[src/rtl/flag_shadow_stack_pkg.sv]
// Shared definitions for the RAT status-flag register and its interrupt shadow stack.
// Flag bit positions, the default flag vector type and the stack-operation decode.
package rat_flag_pkg;

   localparam int FLG_C_IDX = 0;
   localparam int FLG_Z_IDX = 1;
   localparam int DEF_NUM_FLAGS = 2;

   typedef logic [DEF_NUM_FLAGS-1:0] flags_t;

   typedef enum logic [1:0] {
      OP_NONE = 2'd0,
      OP_PUSH = 2'd1,
      OP_POP  = 2'd2,
      OP_XCHG = 2'd3
   } stack_op_e;

   // Interrupt entry pushes, RETI pops; both together swap the current flags with the top entry.
   function automatic stack_op_e decode_op(input logic shad_ld, input logic ld_sel);
      stack_op_e op;
      op = OP_NONE;
      if (shad_ld && ld_sel) begin
         op = OP_XCHG;
      end else if (shad_ld) begin
         op = OP_PUSH;
      end else if (ld_sel) begin
         op = OP_POP;
      end
      return op;
   endfunction

endpackage

[src/rtl/flag_shadow_stack_if.sv]
// Bus between the ALU/control unit and the flag shadow stack.
// The master drives flag and stack controls; the slave returns flags and stack status.
interface flag_shadow_stack_if #(
   parameter int NUM_FLAGS = 2,
   parameter int DEPTH     = 4
);

   localparam int CNT_W = $clog2(DEPTH + 1);

   logic [NUM_FLAGS-1:0] FLAGS_IN;
   logic [NUM_FLAGS-1:0] FLG_LD;
   logic [NUM_FLAGS-1:0] FLG_SET;
   logic [NUM_FLAGS-1:0] FLG_CLR;
   logic                 FLG_SHAD_LD;
   logic                 FLG_LD_SEL;
   logic [NUM_FLAGS-1:0] FLAGS_OUT;
   logic [NUM_FLAGS-1:0] SHAD_TOP;
   logic [CNT_W-1:0]     SHAD_CNT;
   logic                 SHAD_OVF;
   logic                 SHAD_UNF;

   modport master (
      output FLAGS_IN, FLG_LD, FLG_SET, FLG_CLR, FLG_SHAD_LD, FLG_LD_SEL,
      input  FLAGS_OUT, SHAD_TOP, SHAD_CNT, SHAD_OVF, SHAD_UNF
   );

   modport slave (
      input  FLAGS_IN, FLG_LD, FLG_SET, FLG_CLR, FLG_SHAD_LD, FLG_LD_SEL,
      output FLAGS_OUT, SHAD_TOP, SHAD_CNT, SHAD_OVF, SHAD_UNF
   );

endinterface

[src/rtl/flag_shadow_stack_flag_bit_reg.sv]
// One status-flag bit: a valid restore from the shadow stack beats CLR, then SET, then LD.
module flag_bit_reg (
   input  logic clk,
   input  logic rst,
   input  logic restore,
   input  logic restore_val,
   input  logic clr,
   input  logic set,
   input  logic ld,
   input  logic ld_val,
   output logic q
);

   always_ff @(posedge clk) begin
      if (rst) begin
         q <= 1'b0;
      end else if (restore) begin
         q <= restore_val;
      end else if (clr) begin
         q <= 1'b0;
      end else if (set) begin
         q <= 1'b1;
      end else if (ld) begin
         q <= ld_val;
      end
   end

endmodule

[src/rtl/flag_shadow_stack.sv]
// Status flags with per-bit set/clear/load plus a LIFO shadow stack that saves the
// flags on interrupt entry and restores them on RETI, allowing nested interrupts.
module flag_shadow_stack #(
   parameter int NUM_FLAGS = 2,
   parameter int DEPTH     = 4
) (
   input  logic              CLK,
   input  logic              RST,
   flag_shadow_stack_if.slave bus
);

   import rat_flag_pkg::*;

   localparam int CNT_W = $clog2(DEPTH + 1);
   localparam int IDX_W = (DEPTH > 1) ? $clog2(DEPTH) : 1;
   localparam logic [CNT_W-1:0] CNT_FULL = CNT_W'(DEPTH);
   localparam logic [CNT_W-1:0] CNT_ONE  = CNT_W'(1);

   logic [NUM_FLAGS-1:0] flags_q;
   logic [NUM_FLAGS-1:0] stack_mem [DEPTH];
   logic [NUM_FLAGS-1:0] mem_next  [DEPTH];
   logic [NUM_FLAGS-1:0] top_q;
   logic [NUM_FLAGS-1:0] restore_val;
   logic [CNT_W-1:0]     cnt_q;
   logic [CNT_W-1:0]     cnt_next;
   logic [IDX_W-1:0]     push_idx;
   logic [IDX_W-1:0]     top_idx;
   logic [IDX_W-1:0]     next_top_idx;
   logic                 ovf_q;
   logic                 unf_q;
   stack_op_e            op;
   logic                 empty;
   logic                 full;
   logic                 do_push;
   logic                 do_pop;
   logic                 do_xchg;
   logic                 restore;

   // An exchange on an empty stack degrades to a plain push; an exchange on a full stack is legal.
   always_comb begin
      op          = decode_op(bus.FLG_SHAD_LD, bus.FLG_LD_SEL);
      empty       = (cnt_q == '0);
      full        = (cnt_q == CNT_FULL);
      push_idx    = IDX_W'(cnt_q);
      top_idx     = IDX_W'(cnt_q - CNT_ONE);
      do_push     = ((op == OP_PUSH) || ((op == OP_XCHG) && empty)) && !full;
      do_pop      = (op == OP_POP) && !empty;
      do_xchg     = (op == OP_XCHG) && !empty;
      restore     = do_pop || do_xchg;
      restore_val = stack_mem[top_idx];
   end

   always_comb begin
      for (int i = 0; i < DEPTH; i++) begin
         mem_next[i] = stack_mem[i];
      end
      cnt_next = cnt_q;
      if (do_push) begin
         mem_next[push_idx] = flags_q;
         cnt_next           = cnt_q + CNT_ONE;
      end
      if (do_pop) begin
         cnt_next = cnt_q - CNT_ONE;
      end
      if (do_xchg) begin
         mem_next[top_idx] = flags_q;
      end
      next_top_idx = IDX_W'(cnt_next - CNT_ONE);
   end

   // SHAD_TOP is registered from the post-edge stack so it tracks SHAD_CNT exactly.
   always_ff @(posedge CLK) begin
      if (RST) begin
         for (int i = 0; i < DEPTH; i++) begin
            stack_mem[i] <= '0;
         end
         cnt_q <= '0;
         top_q <= '0;
         ovf_q <= 1'b0;
         unf_q <= 1'b0;
      end else begin
         for (int i = 0; i < DEPTH; i++) begin
            stack_mem[i] <= mem_next[i];
         end
         cnt_q <= cnt_next;
         top_q <= (cnt_next == '0) ? '0 : mem_next[next_top_idx];
         if ((op == OP_PUSH) && full) begin
            ovf_q <= 1'b1;
         end
         if ((op == OP_POP) && empty) begin
            unf_q <= 1'b1;
         end
      end
   end

   for (genvar i = 0; i < NUM_FLAGS; i++) begin : g_flag
      flag_bit_reg u_bit (
         .clk         (CLK),
         .rst         (RST),
         .restore     (restore),
         .restore_val (restore_val[i]),
         .clr         (bus.FLG_CLR[i]),
         .set         (bus.FLG_SET[i]),
         .ld          (bus.FLG_LD[i]),
         .ld_val      (bus.FLAGS_IN[i]),
         .q           (flags_q[i])
      );
   end

   assign bus.FLAGS_OUT = flags_q;
   assign bus.SHAD_TOP  = top_q;
   assign bus.SHAD_CNT  = cnt_q;
   assign bus.SHAD_OVF  = ovf_q;
   assign bus.SHAD_UNF  = unf_q;

endmodule

[src/flat_wrapper.sv]
// flat-port wrapper written by rule: the top's interface ports become plain ports
module flag_shadow_stack_flat import rat_flag_pkg::*;
#(
   parameter int NUM_FLAGS = 2,
   parameter int DEPTH     = 4
)
  (CLK, RST, bus_FLAGS_IN, bus_FLG_LD, bus_FLG_SET, bus_FLG_CLR, bus_FLG_SHAD_LD, bus_FLG_LD_SEL, bus_FLAGS_OUT, bus_SHAD_TOP, bus_SHAD_CNT, bus_SHAD_OVF, bus_SHAD_UNF);
  flag_shadow_stack_if #(.NUM_FLAGS(NUM_FLAGS), .DEPTH(DEPTH)) bus_i ();
  input  logic CLK;
  input  logic RST;
  input wire logic [$bits(bus_i.FLAGS_IN)-1:0] bus_FLAGS_IN;
  input wire logic [$bits(bus_i.FLG_LD)-1:0] bus_FLG_LD;
  input wire logic [$bits(bus_i.FLG_SET)-1:0] bus_FLG_SET;
  input wire logic [$bits(bus_i.FLG_CLR)-1:0] bus_FLG_CLR;
  input wire logic [$bits(bus_i.FLG_SHAD_LD)-1:0] bus_FLG_SHAD_LD;
  input wire logic [$bits(bus_i.FLG_LD_SEL)-1:0] bus_FLG_LD_SEL;
  output wire logic [$bits(bus_i.FLAGS_OUT)-1:0] bus_FLAGS_OUT;
  output wire logic [$bits(bus_i.SHAD_TOP)-1:0] bus_SHAD_TOP;
  output wire logic [$bits(bus_i.SHAD_CNT)-1:0] bus_SHAD_CNT;
  output wire logic [$bits(bus_i.SHAD_OVF)-1:0] bus_SHAD_OVF;
  output wire logic [$bits(bus_i.SHAD_UNF)-1:0] bus_SHAD_UNF;
  assign bus_i.FLAGS_IN = bus_FLAGS_IN;
  assign bus_i.FLG_LD = bus_FLG_LD;
  assign bus_i.FLG_SET = bus_FLG_SET;
  assign bus_i.FLG_CLR = bus_FLG_CLR;
  assign bus_i.FLG_SHAD_LD = bus_FLG_SHAD_LD;
  assign bus_i.FLG_LD_SEL = bus_FLG_LD_SEL;
  assign bus_FLAGS_OUT = bus_i.FLAGS_OUT;
  assign bus_SHAD_TOP = bus_i.SHAD_TOP;
  assign bus_SHAD_CNT = bus_i.SHAD_CNT;
  assign bus_SHAD_OVF = bus_i.SHAD_OVF;
  assign bus_SHAD_UNF = bus_i.SHAD_UNF;
  flag_shadow_stack #(.NUM_FLAGS(NUM_FLAGS), .DEPTH(DEPTH)) u_core (.CLK(CLK), .RST(RST), .bus(bus_i));
endmodule
[config.mk]
export PLATFORM = sky130hd
export DESIGN_NAME = flag_shadow_stack_flat
export DESIGN_NICKNAME = d
export VERILOG_FILES = /design/src/rtl/flag_shadow_stack_pkg.sv /design/src/rtl/flag_shadow_stack_if.sv /design/src/rtl/flag_shadow_stack_flag_bit_reg.sv /design/src/rtl/flag_shadow_stack.sv /design/src/flat_wrapper.sv
export SDC_FILE = /design/constraint.sdc
export NUM_CORES = 1
export LEC_CHECK = 0
export BUFFER_PORTS_ARGS = -buffer_cell sky130_fd_sc_hd__buf_2
export CAP_MARGIN = 15
export CELL_PAD_IN_SITES_DETAIL_PLACEMENT = 1
export CELL_PAD_IN_SITES_GLOBAL_PLACEMENT = 2
export CORE_MARGIN = 2
export CORE_UTILIZATION = 33
export CTS_CLUSTER_SIZE = 24
export DETAILED_ROUTE_END_ITERATION = 10
export GPL_ROUTABILITY_DRIVEN = 0
export GPL_TIMING_DRIVEN = 0
export PLACE_DENSITY_LB_ADDON = 0.25
export SYNTH_ARGS = -nofsm -noshare
export SYNTH_HDL_FRONTEND = slang
export SYNTH_SLANG_ARGS = --single-unit
[constraint.sdc]
create_clock -name CLK -period 3 [get_ports CLK]
set_input_delay 0.3 -clock CLK [delete_from_list [all_inputs] [get_ports CLK]]
set_output_delay 0.3 -clock CLK [all_outputs]
set_load 0.005 [all_outputs]
* Word-level counts from Yosys, hierarchy flattened
Memory sizes are Yosys's and may differ from the RTL's.
Cells that the tools add are included.
** Cells by class
- Magnitude comparators :: 5
- Bitwise logic cells :: 7
- Eq/ne operators :: 4
- Shift-type cells :: 0
- $add $sub $neg :: 3
- Div/mod/pow operators :: 0
- Muxes and demuxes :: 31
- Reduce and logical (&&, ||, !) cells :: 18
- Multipliers :: 0
** Operators by type and width (count)
- two-way mux 2 bit :: 11
- bitwise mux 8 bit :: 2
- two-way mux 8 bit :: 2
- two-way mux 1 bit :: 11
- greater-or-equal comparator 3 bit, second input constant :: 3
- logical AND 1 bit :: 9
- inverter 2 -> 3 bit :: 3
- demux 2 bit (select 2 bit) :: 2
- nonzero test 4 bit :: 2
- logical NOT 3 bit :: 2
- less-than comparator 3 x 1 -> 1 bit, second input constant :: 2
- two-way mux 3 bit :: 2
- binary-select mux 2 bit (select 2 bit) :: 1
- == test 2 bit, second input constant :: 2
- OR 1 bit :: 4
- adder 3 x 1 -> 3 bit, second input constant :: 1
- == test 3 bit, second input constant :: 1
- subtractor 3 x 1 -> 3 bit, second input constant :: 1
- == test 2 x 1 -> 1 bit, second input constant :: 1
- logical NOT 1 bit :: 2
- logical OR 1 bit :: 2
- OR reduction 2 bit :: 1
- subtractor 2 x 1 -> 2 bit, second input constant :: 1
** Word-level totals
- Output and inout port bits :: 9
- ROM bits :: 0
- Bits in latches :: 0
- Memories :: 1
- Bits of input ports :: 12
- Memory bits (writable) :: 8
- Flip-flop bits (word level) :: 9
- Word-level logic and storage cells :: 75
** Memories
- u_core.stack_mem :: depth 4, width 2, read ports 5, clocked after memory_dff 0, write ports 4, RTL line flag_shadow_stack.sv:20 : logic [NUM_FLAGS-1:0] stack_mem [DEPTH];

* Depth between registers and ports, before layout
- Word-level depth :: 14
- Gate-level depth with buffers :: 9

* By module
A second synthesis with hierarchy kept.
** Second synthesis, totals
- Cell total of the unflattened synthesis :: 122
- Area, all modules :: 1108.6 um^2
** Modules (own cells, without submodules)
- flag_shadow_stack :: instances 1, area each 991.0 um^2, seq. area each 300.3 um^2, cells an instance 110
- flag_bit_reg :: instances 2, area each 58.8 um^2, seq. area each 20.0 um^2, cells an instance 6

* Worst setup path before layout
No wires, ideal clock.
- Path type :: register to register
- From :: register u_core.cnt_q[0], in the netlist u_core.bus.SHAD_CNT[0]
- To :: register u_core.top_q[0], in the netlist u_core.bus.SHAD_TOP[0]
- Stages on the path, launching flop included :: 9
- Setup time :: 117 ps
- Path buffers :: 0
- Arrival time :: 2063 ps
- Data required time :: 2883 ps
- Path slack :: 821 ps
- Path through :: dfxtp_1 -> inv_1 -> ha_1 -> and3b_2 -> o21ai_0 -> o221ai_4 -> and3b_1 -> a31oi_1 -> and4b_1
** On the way
- Word-level cells in the longest chain between the ends :: 12
- Elaborated cells between the ends (all ways) :: 36
- Classes of those cells :: add/sub: 3; order compare: 4; eq/ne: 1; mux: 13; bitwise: 3; reduce/logical: 12
** Ends and longest elaborated chain
- from (decl) :: RTL line flag_shadow_stack.sv:24 : logic [CNT_W-1:0] cnt_q;
- from (signal assigned) :: RTL line flag_shadow_stack.sv:85 : cnt_q <= cnt_next;
- parallel branches: the longest is 12 deep, another holds subtractor 3 x 1 -> 3 bit
- to (signal assigned) :: RTL line flag_shadow_stack.sv:86 : top_q <= (cnt_next == '0) ? '0 : mem_next[next_top_idx];
- to (decl) :: RTL line flag_shadow_stack.sv:22 : logic [NUM_FLAGS-1:0] top_q;
Parallel ways; which one is timed is not known. The select of a mux whose other input is x is not followed.
A chain may end at the register's enable or synchronous reset.

* Worst setup path after layout
- From :: register u_core.cnt_q[0], in the netlist u_core.bus.SHAD_CNT[0]
- To :: register u_core.top_q[1], in the netlist u_core.bus.SHAD_TOP[1]
The elaborated chain is that of the path after synthesis.

==> summary.txt <==
Finish
  • Area of combinational cells with multiple inputs: 681 µm²
  • Number of antenna cells inserted: 0
  • Area of all sequential standard cells: 340 µm²
  • Syn-to-layout area delta: 15.9%
  • Proportion of layout cells with a drive suffix above 1: 0.267
  • Finished Core Util: 0.394
  • Final layout net count: 164
  • Number of fillers in the final layout: 419

Clock tree
  • Later-pin clock latency in the skew report: 0.29 ns
  • Register clock-pin slew on the reported worst setup and hold paths: 0.09 ns
  • Number of buffers inserted for hold repair after clock tree synthesis: 0
  • Resized cells post-CTS: 0
  • H-tree depth: 1
  • CTS buffer count: 3
  • Buffers inserted during post-CTS setup optimization: 0
  • Number of sinks on the clock net: 17
  • Worst-case clock buffer depth: 2
  • TritonCTS clock tree: built
  • Root Driver: sky130_fd_sc_hd__clkbuf_4

Critical path
  • Number of cells on the critical path: 9
  • Crit path buf inv count: 2
  • Data required time at the worst endpoint: 3.18 ns
  • CP Launch Type: flop
  • Source of the worst register-to-register timing path: u_core.bus.SHAD_CNT[0]
  • Critical path class: flop to flop
  • Slowest cell on the critical path: sky130_fd_sc_hd__xnor2_1
  • Critical R2R Capture: u_core.bus.SHAD_TOP[1]
  • Biggest fanout along the worst timing path: 10
  • Cell depth of the worst flop-to-flop path: 9
  • CP delay by family, top: XOR/XNOR gates
  • Setup slack of the worst register-to-register path: 0.40 ns
  • Capturing instance or port of the critical path: u_core.bus.SHAD_TOP[1]
  • Critical Path End Type: flop
  • Critical path data arrival time: 2.79 ns
  • Critical path, cell by cell: inv_1 -> ha_1 -> buf_6 -> nor2b_1 -> a221oi_2 -> xnor2_1 -> nand2_1 -> o21bai_1 -> and4b_1
  • Critical Path Max Stage Delay: 0.58 ns
  • CP startpoint: u_core.bus.SHAD_CNT[0]

GRT
  • Global-route wire length before repair: 4660 µm
  • Total overflow reported by the global router: 0
  • Antenna violations before repair: 0
  • Maximum number of pins on one net before global-route repair: 11
  • Via count of the first global-routing pass: 968
  • Global-route usage over all layers: 0.150

Timing
  • Number of max-slew violations in the final report: 0
  • Final-layout setup total negative slack: 0 ns
  • Final WS setup: 0.399 ns
  • RSZ-0062 raised after global routing: false
  • Hold violation total from the final report: 0
  • Headroom to the max-slew limit: 0.516
  • FMAX: 384 MHz
  • Final setup violation count: 0
  • Clock Skew: 0.00389 ns
  • Pin slew with the least headroom to its limit: 0.720 ns
  • Clock period minus worst slack: 2.60 ns
  • Share of the cycle needed by the critical path after routing: 0.867

Floorplan
  • Die height: 62.4 µm
  • Horizontal die dimension: 62.4 µm
  • Starting density of the core: 0.340
  • # rows: 21
  • Die footprint: 0.00390 mm²
  • Core box area: 0.00331 mm²
  • Top-level port count: 21

Synth
  • Syn_nets: 140
  • Mean instance size in the synthesized netlist: 9.16 µm²
  • Portion of the post-synthesis area used by sequential elements: 0.302
  • Area fraction of the dominant cell type after synthesis: 0.302
  • Ys async rst share: 0
  • Gate count of the mapped netlist: 123
  • Yosys reg bits: 17
  • Post-Synthesis Cell Area: 0.00113 mm²
  • Number of flops mapped to enable cells by yosys: 0
  • Library cell with the largest summed area after synthesis: sky130_fd_sc_hd__dfxtp_1
  • Most area-consuming cells after synthesis: sky130_fd_sc_hd__dfxtp_1, sky130_fd_sc_hd__mux2i_1, sky130_fd_sc_hd__nor2_1
  • Total of warnings raised by yosys: 0
  • Count of cell types in the netlist: 36
  • Most used DFF post-synth: sky130_fd_sc_hd__dfxtp_1

Min path
  • Hold Path Cell Cnt: 2
  • Min-Delay Path Class: input pin to flop
  • Source of the worst hold timing path: RST

Power
  • Total Power Consumption: 1.05 mW
  • IR drop worst, VDD: 0.255 mV
  • Static power due to leakage: 0.600 nW
  • Total power density per cell area: 803 mW/mm²

Placed design
  • DP Worst Slack: 0.369 ns
  • Port Buffers: 19
  • Dpl hpwl: 2120 µm

Detailed routing
  • Number of vias per cell after detailed routing: 5.03
  • WL/cell: 14.1 µm
  • Routed Wire Length: 2700 µm
  • Count of nets left with antenna violations after detail routing: 0
  • Remaining routing DRC violations: 0
  • Total vias in the final route: 965
  • 1st-pass router iterations: 4
  • Detailed Route Iter0 Violations: 52

Job
  • Number of maximum-capacitance violations: 0

Status
  • Outcome: finished, final reports clean
[cells in the final DEF, fill, tap and decap left out, drive strengths merged, types with 2 or more instances in the layout]
master / count
nand3: 4
buf: 26
o221ai: 2
dfxtp: 17
ha: 5
nor3: 2
and2: 4
nor2: 20
o221a: 3
nand2b: 2
xnor2: 2
clkbuf: 5
and4b: 2
o21ai: 3
inv: 8
and3b: 4
nand2: 6
a211oi: 2
a21oi: 5
mux2i: 10
nor2b: 4
mux4: 2
[sequential cells by signal, indices dropped and copies added, names as in the netlist]
| name | flops |
|---|---|
| u_core.stack_mem | 8 |
| u_core.bus.SHAD_TOP | 2 |
| u_core.bus.SHAD_OVF | 1 |
| u_core.bus.SHAD_CNT | 3 |
| u_core.bus.SHAD_UNF | 1 |
| u_core.g_flag.u_bit.q | 2 |
[power by group]
part	leakage, nW	switching, mW	total (mW)	internal (mW)
sequential	0.138	0.0410	0.301	0.260
combinational	0.447	0.337	0.627	0.290
clock	0.0150	0.0679	0.120	0.0517
[logic make-up (layout without fill, tap and decap cells)]
kind of cell / count (synthesis) / in the layout / synth area share
simple gates: 49 / 49 / 0.238
fa+ha+maj: 5 / 5 / 0.0556
mux: 12 / 12 / 0.129
xor+xnor: 2 / 2 / 0.0156
buf+inv: 16 / 39 / 0.0933
flops: 17 / 17 / 0.302
compound gates: 22 / 22 / 0.167
[final cells by class]
| type | count | share of cell area |
|---|---|---|
| multi-input combinational | 90 | 0.522 |
| tap | 46 | 0.0441 |
| clock buffer | 4 | 0.0201 |
| inverter | 8 | 0.0230 |
| timing repair buffer | 19 | 0.0729 |
| sequential | 17 | 0.261 |
| buffer | 8 | 0.0575 |
[worst register-to-register path, cell delays in order (launching register included)]
cell,delay (ns)
sky130_fd_sc_hd__dfxtp_1,0.56
sky130_fd_sc_hd__inv_1,0.15
sky130_fd_sc_hd__ha_1,0.25
sky130_fd_sc_hd__buf_6,0.15
sky130_fd_sc_hd__nor2b_1,0.14
sky130_fd_sc_hd__a221oi_2,0.09
sky130_fd_sc_hd__xnor2_1,0.58
sky130_fd_sc_hd__nand2_1,0.11
sky130_fd_sc_hd__o21bai_1,0.24
sky130_fd_sc_hd__and4b_1,0.22
[synthesized netlist by cell type, types with 2 or more instances]
library cell and instances:
sky130_fd_sc_hd__o21ai_0 3, sky130_fd_sc_hd__mux4_2 2, sky130_fd_sc_hd__and2_4 2, sky130_fd_sc_hd__xnor2_1 2, sky130_fd_sc_hd__a211oi_1 2, sky130_fd_sc_hd__nor2_1 20, sky130_fd_sc_hd__nor2b_1 4, sky130_fd_sc_hd__mux2i_1 10
sky130_fd_sc_hd__and3b_1 3, sky130_fd_sc_hd__dfxtp_1 17, sky130_fd_sc_hd__nand3_1 4, sky130_fd_sc_hd__nor3_1 2, sky130_fd_sc_hd__o221a_1 2, sky130_fd_sc_hd__a21oi_1 5, sky130_fd_sc_hd__nand2_1 6, sky130_fd_sc_hd__and2_1 2
sky130_fd_sc_hd__inv_1 8, sky130_fd_sc_hd__buf_4 2, sky130_fd_sc_hd__and4b_1 2, sky130_fd_sc_hd__ha_1 5, sky130_fd_sc_hd__buf_6 5
[stage by stage]
step | std cells | hold slack [ns] | area [µm²]
3_3_place_gp | 188 | 0.452 | 1280
3_5_place_dp | 188 | 0.497 | 1280
2_1_floorplan | 123 | 0.372 | 1130
4_1_cts | 192 | 0.254 | 1310
6_report | 192 | 0.263 | 1310
5_1_grt | 192 | 0.273 | 1310
[worst min path at each step]
| stage | end | slack, ns |
|---|---|---|
| 2_1_floorplan | u_core.bus.SHAD_CNT[2] | 0.37 |
| 3_3_place_gp | u_core.bus.SHAD_OVF | 0.45 |
| 3_5_place_dp | u_core.bus.SHAD_OVF | 0.50 |
| 4_1_cts | u_core.bus.SHAD_CNT[2] | 0.25 |
| 5_1_grt | u_core.bus.SHAD_CNT[2] | 0.27 |
| 6_report | u_core.bus.SHAD_CNT[2] | 0.26 |
[per-layer routing]
layer  GRT usage  wire length (µm)  share of wire  up-vias
li1            -                 -              -      478
met1       0.180              1170           0.43      473
met2       0.267              1440           0.53       10
met3      0.0252                60          0.022        4
met4      0.0583                33          0.012        0
met5           0                 0              0        -
Power figures use the tool's default switching activity.
